==> src/rtl/fir_cmplx_decim.sv <==
// fir_cmplx_decim: complex channel-select FIR with integrated decimation.
//
// Pops paired I/Q samples from two FWFT FIFOs into a TAPS-deep history per
// channel. After every DECIM pairs it runs one serial MAC per channel, one tap
// per cycle, using a single real coefficient set. It then pushes the filtered
// I/Q pair into two output FIFOs. Pops and pushes are always paired, so I and
// Q never drift apart.
//
// Ports:
//   clock, reset             system clock, asynchronous active-high reset
//   in_i_rd_en / in_q_rd_en  pop the I / Q input FIFO (combinational)
//   in_i_empty / in_q_empty  input FIFO empty flags
//   in_i_dout  / in_q_dout   signed input samples, valid while !empty
//   out_i_wr_en/out_q_wr_en  push the I / Q output FIFO (combinational)
//   out_i_full / out_q_full  output FIFO full flags
//   out_i_din  / out_q_din   signed filtered samples (registered)
module fir_cmplx_decim #(
  parameter int TAPS  = 20,
  parameter int DECIM = 10,
  parameter int BITS  = 10,
  parameter logic signed [31:0] COEFFS [TAPS] = '{
    -2, -5, -9, -7, 3, 26, 63, 110, 152, 181,
    184, 158, 117, 67, 27, 4, -6, -8, -3, 1
  }
) (
  input  logic        clock,
  input  logic        reset,
  output logic        in_i_rd_en,
  input  logic        in_i_empty,
  input  logic [31:0] in_i_dout,
  output logic        in_q_rd_en,
  input  logic        in_q_empty,
  input  logic [31:0] in_q_dout,
  output logic        out_i_wr_en,
  input  logic        out_i_full,
  output logic [31:0] out_i_din,
  output logic        out_q_wr_en,
  input  logic        out_q_full,
  output logic [31:0] out_q_din
);

  localparam int CNT_W = (DECIM > 1) ? $clog2(DECIM) : 1;
  localparam int TAP_W = (TAPS > 1) ? $clog2(TAPS) : 1;
  localparam logic [CNT_W-1:0] CNT_LAST = CNT_W'(DECIM - 1);
  localparam logic [TAP_W-1:0] TAP_LAST = TAP_W'(TAPS - 1);

  // Negative products are biased so the shift rounds toward zero like a divide.
  localparam logic signed [63:0] DQ_BIAS = (64'sd1 <<< BITS) - 64'sd1;

  typedef enum logic [1:0] {
    S_FILL,
    S_MAC,
    S_OUT
  } state_t;

  state_t                  state_q, state_d;
  logic [CNT_W-1:0]        cnt_q, cnt_d;
  logic [TAP_W-1:0]        tap_q, tap_d;
  logic signed [31:0]      acc_i_q, acc_i_d;
  logic signed [31:0]      acc_q_q, acc_q_d;
  logic signed [31:0]      x_i_q [TAPS];
  logic signed [31:0]      x_i_d [TAPS];
  logic signed [31:0]      x_q_q [TAPS];
  logic signed [31:0]      x_q_d [TAPS];

  logic                    pop;
  logic                    push;
  logic signed [63:0]      coef_ext;
  logic signed [63:0]      prod_i;
  logic signed [63:0]      prod_q;

  // Dequantize: divide by 2^BITS truncating toward zero, keep the low 32 bits.
  function automatic logic signed [31:0] dq(input logic signed [63:0] p);
    logic signed [63:0] biased;
    biased = p[63] ? (p + DQ_BIAS) : p;
    return 32'(biased >>> BITS);
  endfunction

  // Pops need both inputs available; pushes need both outputs to have room.
  // Gating with reset keeps the FIFOs untouched while the block is held.
  assign pop  = (state_q == S_FILL) && !in_i_empty && !in_q_empty && !reset;
  assign push = (state_q == S_OUT) && !out_i_full && !out_q_full && !reset;

  assign in_i_rd_en  = pop;
  assign in_q_rd_en  = pop;
  assign out_i_wr_en = push;
  assign out_q_wr_en = push;

  // Accumulators only change outside S_OUT, so they double as the held outputs.
  assign out_i_din = acc_i_q;
  assign out_q_din = acc_q_q;

  always_comb begin
    coef_ext = 64'(COEFFS[tap_q]);
    prod_i   = coef_ext * 64'(x_i_q[tap_q]);
    prod_q   = coef_ext * 64'(x_q_q[tap_q]);
  end

  always_comb begin
    // NOTE: every variable gets its hold value first so no path infers a latch.
    state_d = state_q;
    cnt_d   = cnt_q;
    tap_d   = tap_q;
    acc_i_d = acc_i_q;
    acc_q_d = acc_q_q;
    x_i_d   = x_i_q;
    x_q_d   = x_q_q;

    unique case (state_q)
      S_FILL: begin
        if (pop) begin
          for (int k = TAPS - 1; k > 0; k--) begin
            x_i_d[k] = x_i_q[k-1];
            x_q_d[k] = x_q_q[k-1];
          end
          x_i_d[0] = in_i_dout;
          x_q_d[0] = in_q_dout;
          if (cnt_q == CNT_LAST) begin
            cnt_d   = '0;
            tap_d   = '0;
            acc_i_d = '0;
            acc_q_d = '0;
            state_d = S_MAC;
          end else begin
            cnt_d = cnt_q + 1'b1;
          end
        end
      end

      S_MAC: begin
        acc_i_d = acc_i_q + dq(prod_i);
        acc_q_d = acc_q_q + dq(prod_q);
        if (tap_q == TAP_LAST) begin
          state_d = S_OUT;
        end else begin
          tap_d = tap_q + 1'b1;
        end
      end

      S_OUT: begin
        if (push) begin
          state_d = S_FILL;
        end
      end

      default: state_d = S_FILL;
    endcase
  end

  // NOTE: sequential state uses non-blocking assignments so every flop samples
  // the pre-edge value of every other flop.
  always_ff @(posedge clock or posedge reset) begin
    if (reset) begin
      state_q <= S_FILL;
      cnt_q   <= '0;
      tap_q   <= '0;
      acc_i_q <= '0;
      acc_q_q <= '0;
      // NOTE: the history is reset on purpose: an output after reset must not
      // see samples from before it, so these stay flops rather than a RAM.
      x_i_q   <= '{default: '0};
      x_q_q   <= '{default: '0};
    end else begin
      state_q <= state_d;
      cnt_q   <= cnt_d;
      tap_q   <= tap_d;
      acc_i_q <= acc_i_d;
      acc_q_q <= acc_q_d;
      x_i_q   <= x_i_d;
      x_q_q   <= x_q_d;
    end
  end

endmodule

==> config.mk <==
export PLATFORM = sky130hd
export DESIGN_NAME = fir_cmplx_decim
export DESIGN_NICKNAME = d
export VERILOG_FILES = /design/src/rtl/fir_cmplx_decim.sv
export SDC_FILE = /design/constraint.sdc
export NUM_CORES = 2
export LEC_CHECK = 0
export ABC_AREA = 1
export CORE_ASPECT_RATIO = 0.9
export CORE_MARGIN = 5
export CORE_UTILIZATION = 50
export CTS_CLUSTER_DIAMETER = 150
export DETAILED_ROUTE_END_ITERATION = 6
export PLACE_DENSITY = 0.69
export RECOVER_POWER = 50
export SLEW_MARGIN = 0
export SYNTH_ARGS = -nofsm -noshare
export SYNTH_HDL_FRONTEND = slang
export SYNTH_SLANG_ARGS = --single-unit
==> constraint.sdc <==
create_clock -name clock -period 39.9 [get_ports clock]
set_input_delay 3.99 -clock clock [delete_from_list [all_inputs] [get_ports clock]]
set_output_delay 3.99 -clock clock [all_outputs]
set_load 0.01 [all_outputs]
# Word level (Yosys, flattened, before mapping)
# Memory sizes are Yosys's and may differ from the RTL's.
# Index checks and enable logic that the tools add are counted.
dict set report classes {
  n_addsub 6
  n_mul 2
  order_cmp 1
  n_eq_ne 9
  n_mux 24
  bitwise 1
  reduce_logical 17
}
# operator count
set ops {}
lappend ops {{32-bit binary-select mux with 5-bit select} 2}
lappend ops {{32-bit 2-to-1 mux} 8}
lappend ops {{32-bit by 32-bit multiplier with 64-bit output} 2}
lappend ops {{32-bit one-hot mux with 2 select lines} 2}
lappend ops {{42-bit by 11-bit adder with 42-bit output (second input constant)} 2}
lappend ops {{42-bit 2-to-1 mux} 2}
lappend ops {{32-bit adder} 2}
lappend ops {{5-bit 2-to-1 mux} 3}
lappend ops {{5-bit one-hot mux with 2 select lines} 1}
lappend ops {{2-bit 2-to-1 mux} 4}
lappend ops {{2-bit != test (second input constant)} 4}
lappend ops {{4-bit AND reduction} 2}
lappend ops {{6-bit greater-or-equal comparator (second input constant)} 1}
lappend ops {{1-bit logical AND} 6}
lappend ops {{5-bit NOT with 6-bit output} 1}
lappend ops {{2-bit one-hot mux with 3 select lines} 1}
lappend ops {{5-bit by 1-bit adder with 5-bit output (second input constant)} 1}
lappend ops {{5-bit equality test (second input constant)} 1}
lappend ops {{1-bit logical NOT} 5}
lappend ops {{4-bit by 1-bit adder with 4-bit output (second input constant)} 1}
lappend ops {{4-bit equality test (second input constant)} 1}
lappend ops {{4-bit 2-to-1 mux} 1}
lappend ops {{3-bit AND reduction} 1}
lappend ops {{2-bit by 1-bit equality test with 1-bit output (second input constant)} 1}
lappend ops {{other kinds (5)} 5}
dict set report totals {
  ff_bits 1355
  romBits 1024
  inputBits 70
  out_inout_bits 68
  word_cells 106
  memories 1
}
# memory depth width rd rd_clocked_by_memory_dff write_ports line_no
set memory_table {}
lappend memory_table {{(no name shown)} 32 32 1 0 0 94} ;# coef_ext = 64'(COEFFS[tap_q]);

# Logic depth before layout (Yosys ltp)
dict set report logic_depth {
  word_depth 9
  depth_mapped 63
  depth_no_buf 58
}

# Worst setup path after synthesis
# OpenSTA, ideal clock, no wires.
dict set report synth_path {
  path_type {register to register}
  startpoint {register tap_q[0]}
  endpoint {register acc_q_q[16] (netlist: out_q_din[16])}
  setup_ns 0.123
  t_arrival_ns 10.734
  required_time_ns 39.777
  path_slack_ns 29.043
  path_stages_with_launch 55
  path_buffers 5
  period_less_slack_ns 10.857
  cell_sequence {dfrtp_1 buf_4 buf_4 buf_2 buf_2 buf_2 a21oi_1 o21ai_0 a21oi_1 o211ai_1 nand2_1 inv_1 nor2_1 inv_1 fa_1 fa_1 fa_1 inv_1 (+19 left out) inv_1 nand2_1 inv_1 ha_1 inv_1 fa_1 inv_1 nand2_1 o21ai_0 a21oi_1 o21bai_1 a21oi_1 o21ai_0 nand2_1 o21ai_0 a21oi_1 o21ai_0 nand2_1}
}
dict set report synth_via {
  elab_chain_len 9
  elab_cells_between_ends 12
  cone_classes {add/sub: 2; mul: 1; mux: 7; bitwise: 1; memory: 1}
}
# item line_no
set synth_lines {}
lappend synth_lines {{start, declared} 58} ;# logic [TAP_W-1:0] tap_q, tap_d;
lappend synth_lines {{start signal, assigned} 166} ;# tap_q <= tap_d;
lappend synth_lines {{5-bit NOT with 6-bit output (not written as such) *} {94, 96}}
lappend synth_lines {{memory 32 x 32 bit / 32-bit binary-select mux with 5-bit select (equally long branches)} n/a}
lappend synth_lines {{32-bit 2-to-1 mux (on tied branches) (2 in series)} {94, 96}}
lappend synth_lines {{32-bit by 32-bit multiplier with 64-bit output *} 96} ;# prod_q = coef_ext * 64'(x_q_q[tap_q]);
lappend synth_lines {{42-bit by 11-bit adder with 42-bit output} 75} ;# biased = p[63] ? (p + DQ_BIAS) : p;
lappend synth_lines {{42-bit 2-to-1 mux *} 75}
lappend synth_lines {{32-bit adder *} 132} ;# acc_q_d = acc_q_q + dq(prod_q);
lappend synth_lines {{32-bit one-hot mux with 2 select lines *} 109} ;# unique case (state_q)
lappend synth_lines {{end signal, assigned} 168} ;# acc_q_q <= acc_q_d;
lappend synth_lines {{end, declared} 60} ;# logic signed [31:0] acc_q_q, acc_q_d;
# Mark *: on every way between the ends. The rest lies on a longest branch, timed or not. The select of a mux whose other input is x is not followed.
# A chain may end at the register's enable or synchronous reset.

# Worst setup path in the final report
dict set report layout_path {
  startpoint {input reset}
  endpoint {register x_q_q[280] (netlist bit)}
}
dict set report layout_via {
  elab_chain_len 3
}
# item line_no
set layout_lines {}
lappend layout_lines {{start, declared} 27} ;# input logic reset,
lappend layout_lines {{1-bit logical NOT (no line)} n/a}
lappend layout_lines {{1-bit logical AND} 81} ;# assign pop = (state_q == S_FILL) && !in_i_empty && !in_q_empty && !reset;
lappend layout_lines {{2-bit AND reduction (no line)} n/a}
lappend layout_lines {{end signal, assigned} 170} ;# x_q_q <= x_q_d;
lappend layout_lines {{end, declared} 63} ;# logic signed [31:0] x_q_q [TAPS];
# No other way between the ends.

==> flow_metrics.env <==
export IMPL_status="finished, violations left"
export IMPL_failed_checks="design-rule violations, max-capacitance violations, max-slew violations"
export IMPL_post_cts_setup_buffers=0
export IMPL_muxShareOfSynthArea=0
export IMPL_placed_cell_area_um2=100400
export IMPL_setup_worst_path_start_class="primary input"
export IMPL_fin_crit_ns=20.68
export IMPL_fin_skew_ns=0.03186
export IMPL_hpwlAfterDp_um=182600
export IMPL_drv_slew=2378
export IMPL_maxCapViolCount=19
export IMPL_hp_class="register to register"
export IMPL_antenna_found_initial=2
export IMPL_crit_chain="dlygate4sd3_1, nor3_1, and2_0, clkbuf_1, clkinvlp_2, clkbuf_1, clkbuf_1, o21ai_0"
export IMPL_synth_cells=12310
export IMPL_die_h_um=428.6
export IMPL_tritoncts="done"
export IMPL_r2r_cells=7
export IMPL_hold_depth=2
export IMPL_cts_hold_buf=0
export IMPL_cts_made_buffers=144
export IMPL_wl_met3_um=16940
export IMPL_grt_max_degree=263
export IMPL_first_pass_iters=7
export IMPL_synth_edf_count=0
export IMPL_seq_area_um2=33920
export IMPL_multiInputGateArea_um2=54340
export IMPL_grt_pass1_wl_um=432000
export IMPL_wl_per_cell_um=17.89
export IMPL_synth_seq_cells=1355
export IMPL_syn2layout_area_growth_pct=7.979
export IMPL_first_global_vias=80320
export IMPL_cp_required_ns=40.54
export IMPL_yosysUniqueCellTypes=53
export IMPL_rows=153
export IMPL_rsz0062_at_grt="false"
export IMPL_synthAdderAreaFrac=0.2224
export IMPL_cpPeakStageDelay_ns=5.11
export IMPL_yosys_area_top_type="dfrtp_1"
export IMPL_synth_top_family_by_area="adder cells"
export IMPL_synthArstFlopShare=1.000
export IMPL_tightest_slew_ns=10.03
export IMPL_setup_viol=0
export IMPL_synth_cell_area_um2=97350
export IMPL_place_congestion=0.9445
export IMPL_worst_slack_ns=19.22
export IMPL_endpoint_kind="register"
export IMPL_grt_ovfl_total=0
export IMPL_fin_crit_sh=0.5182
export IMPL_synth_fp_nets=13600
export IMPL_synth_avg_cell_area_um2=7.907
export IMPL_final_hold_viol_count=0
export IMPL_cp_depth=8
export IMPL_clk_insertion_delay_late_ns=0.80
export IMPL_stdcell_area_um2=105100
export IMPL_dp_slack_ns=25.20
export IMPL_critPathSlowestCell="clkinvlp_2"
export IMPL_synth_top_cell_area_share=0.3483
export IMPL_yosys_top_cells_area="dfrtp_1 35%, fa_1 18%, nand2_1 13%"
export IMPL_clockRootBuffer="clkbuf_16"
export IMPL_ctsResizeCount=0
export IMPL_core_area_um2=193500
export IMPL_ant_nets=0
export IMPL_viasPerCell=5.463
export IMPL_slew_headroom=-5.684
export IMPL_die_x_um=475.1
export IMPL_remaining_drc_errors=2
export IMPL_clkSinkCount=1355
export IMPL_synth_common_cells="3394 x nand2_1, 1772 x inv_1, 1644 x o21ai_0"
export IMPL_m1WireLength_um=116100
export IMPL_yosys_area_share_simple=0.1902
export IMPL_port_buffers=137
export IMPL_routed_top_layer="met4"
export IMPL_n_fill_cell=17800
export IMPL_tns_ns=0
export IMPL_start_util=0.5030
export IMPL_vias=80550
export IMPL_routed_wl_um=263700
export IMPL_clkTransAtPathRegs_ns=0.06
export IMPL_yosysMostFrequentCell="nand2_1"
export IMPL_path_delay_family="buffers and inverters"
export IMPL_worstSetupPathType="primary input to register"
export IMPL_wl_met2_um=122200
export IMPL_synth_xor_area_share=0.009009
export IMPL_fmax_mhz=48.37
export IMPL_path_buf_inv=5
export IMPL_h_tree_depth=4
export IMPL_boundaryPins=138
export IMPL_worstPathArrival_ns=21.32
export IMPL_yosys_most_used_dff="dfrtp_1"
export IMPL_layout_nets=13360
export IMPL_ys_warn_count=0
export IMPL_drtIter0Drc=7847
export IMPL_dieArea_um2=203600
export IMPL_critPathMaxFanout=260
export IMPL_grt_util_all_layers=0.2613
export IMPL_clockBufferDepth=3
export IMPL_seq_area_frac_synth=0.3483
export IMPL_drive_above_1_share=0.03176
export IMPL_cpMostUsedCell="clkbuf_1"
export IMPL_synth_compound_area_frac=0.1358
-- layout by cell type, fill, tap and decap left out, types with 5 or more instances in the layout --
cell type and n:
dfrtp_1 1350, inv_2 10, dlygate4sd3_1 65, a21oi_1 743, o41ai_1 29, clkdlybuf4s50_1 72, and2_1 5, buf_12 5
o22ai_1 5, nor2_1 793, nor2_2 16, o21bai_1 19, nand3_1 194, bufinv_16 7, inv_1 1771, xor2_2 6
a21o_1 12, clkbuf_16 148, o211ai_1 57, clkbuf_1 55, nand2_1 3392, nor3_1 147, clkbuf_8 29, a31oi_1 9
buf_4 72, nand2_2 18, xnor2_1 32, xor2_1 57, nand4_1 43, nand3b_1 14, clkinv_2 16, o21ai_0 1643
fa_1 854, ha_1 364, clkinvlp_4 5, nor4_1 38
-- worst paths after layout --
check | startpoint | endpoint | slack, ns
min in group asynchronous | reset | out_q_din[12]$_DFFE_PP0P_ | 3.89
hold / removal | x_i_q[4]$_DFFE_PP0P_ | x_i_q[4]$_DFFE_PP0P_ | 0.48
max in group asynchronous | reset | x_q_q[104]$_DFFE_PP0P_ | 19.25
hold reg to reg | x_i_q[4]$_DFFE_PP0P_ | x_i_q[4]$_DFFE_PP0P_ | 0.48
setup / recovery | reset | x_q_q[280]$_DFFE_PP0P_ | 19.22
setup reg to reg | state_q[0]$_DFFE_PP0P_ | x_q_q[280]$_DFFE_PP0P_ | 22.63
-- per-layer routing --
| metal | vias to the layer above | global-route usage |
|---|---|---|
| li1 | 38010 | - |
| met1 | 39600 | 0.3725 |
| met5 | - | 0 |
| met4 | 0 | 0.08261 |
| met3 | 397 | 0.03523 |
| met2 | 2544 | 0.4163 |
-- cell families after synthesis --
kind of cell,Yosys count
AOI/OAI and AO/OA,2551
xor gates and xnor gates,95
adders and majority gates,1218
buffers and inverters,2405
DFF,1355
and+or+nand+nor,4688
-- tightest hold or removal path, cell delays in order (launching register included) --
cell     delay (ns)
dfrtp_1        0.34
nand2_1        0.05
nand2_1        0.05
-- stage by stage --
stage,cells,utilization,hold WS [ns]
CTS,14740,0.5440,0.4742
floorplan,12310,-,0.4416
global route,14740,0.5432,0.4919
global placement,14480,0.5189,0.4534
detailed placement,14480,0.5189,0.4571
finish,14740,0.5432,0.4756
-- flip-flops by register name, indices dropped and copies added (netlist names) --
register	cells
cnt_q	4
out_i_din	32
out_q_din	32
state_q	2
tap_q	5
x_i_q	640
x_q_q	640
-- cell type report --
cell class	count	area share
Sequential cell	1355	0.3227
Clock buffer	215	0.04038
Antenna cell	2	0.00004761
Inverter	1789	0.06400
Clock inverter	43	0.005737
Timing Repair Buffer	231	0.01975
Multi-Input combinational cell	8552	0.5170
Tap cell	2557	0.03043
Power is left out: the tool's default activity adds up to more than one toggle a clock period on the data nets, which glitch-free logic cannot reach.
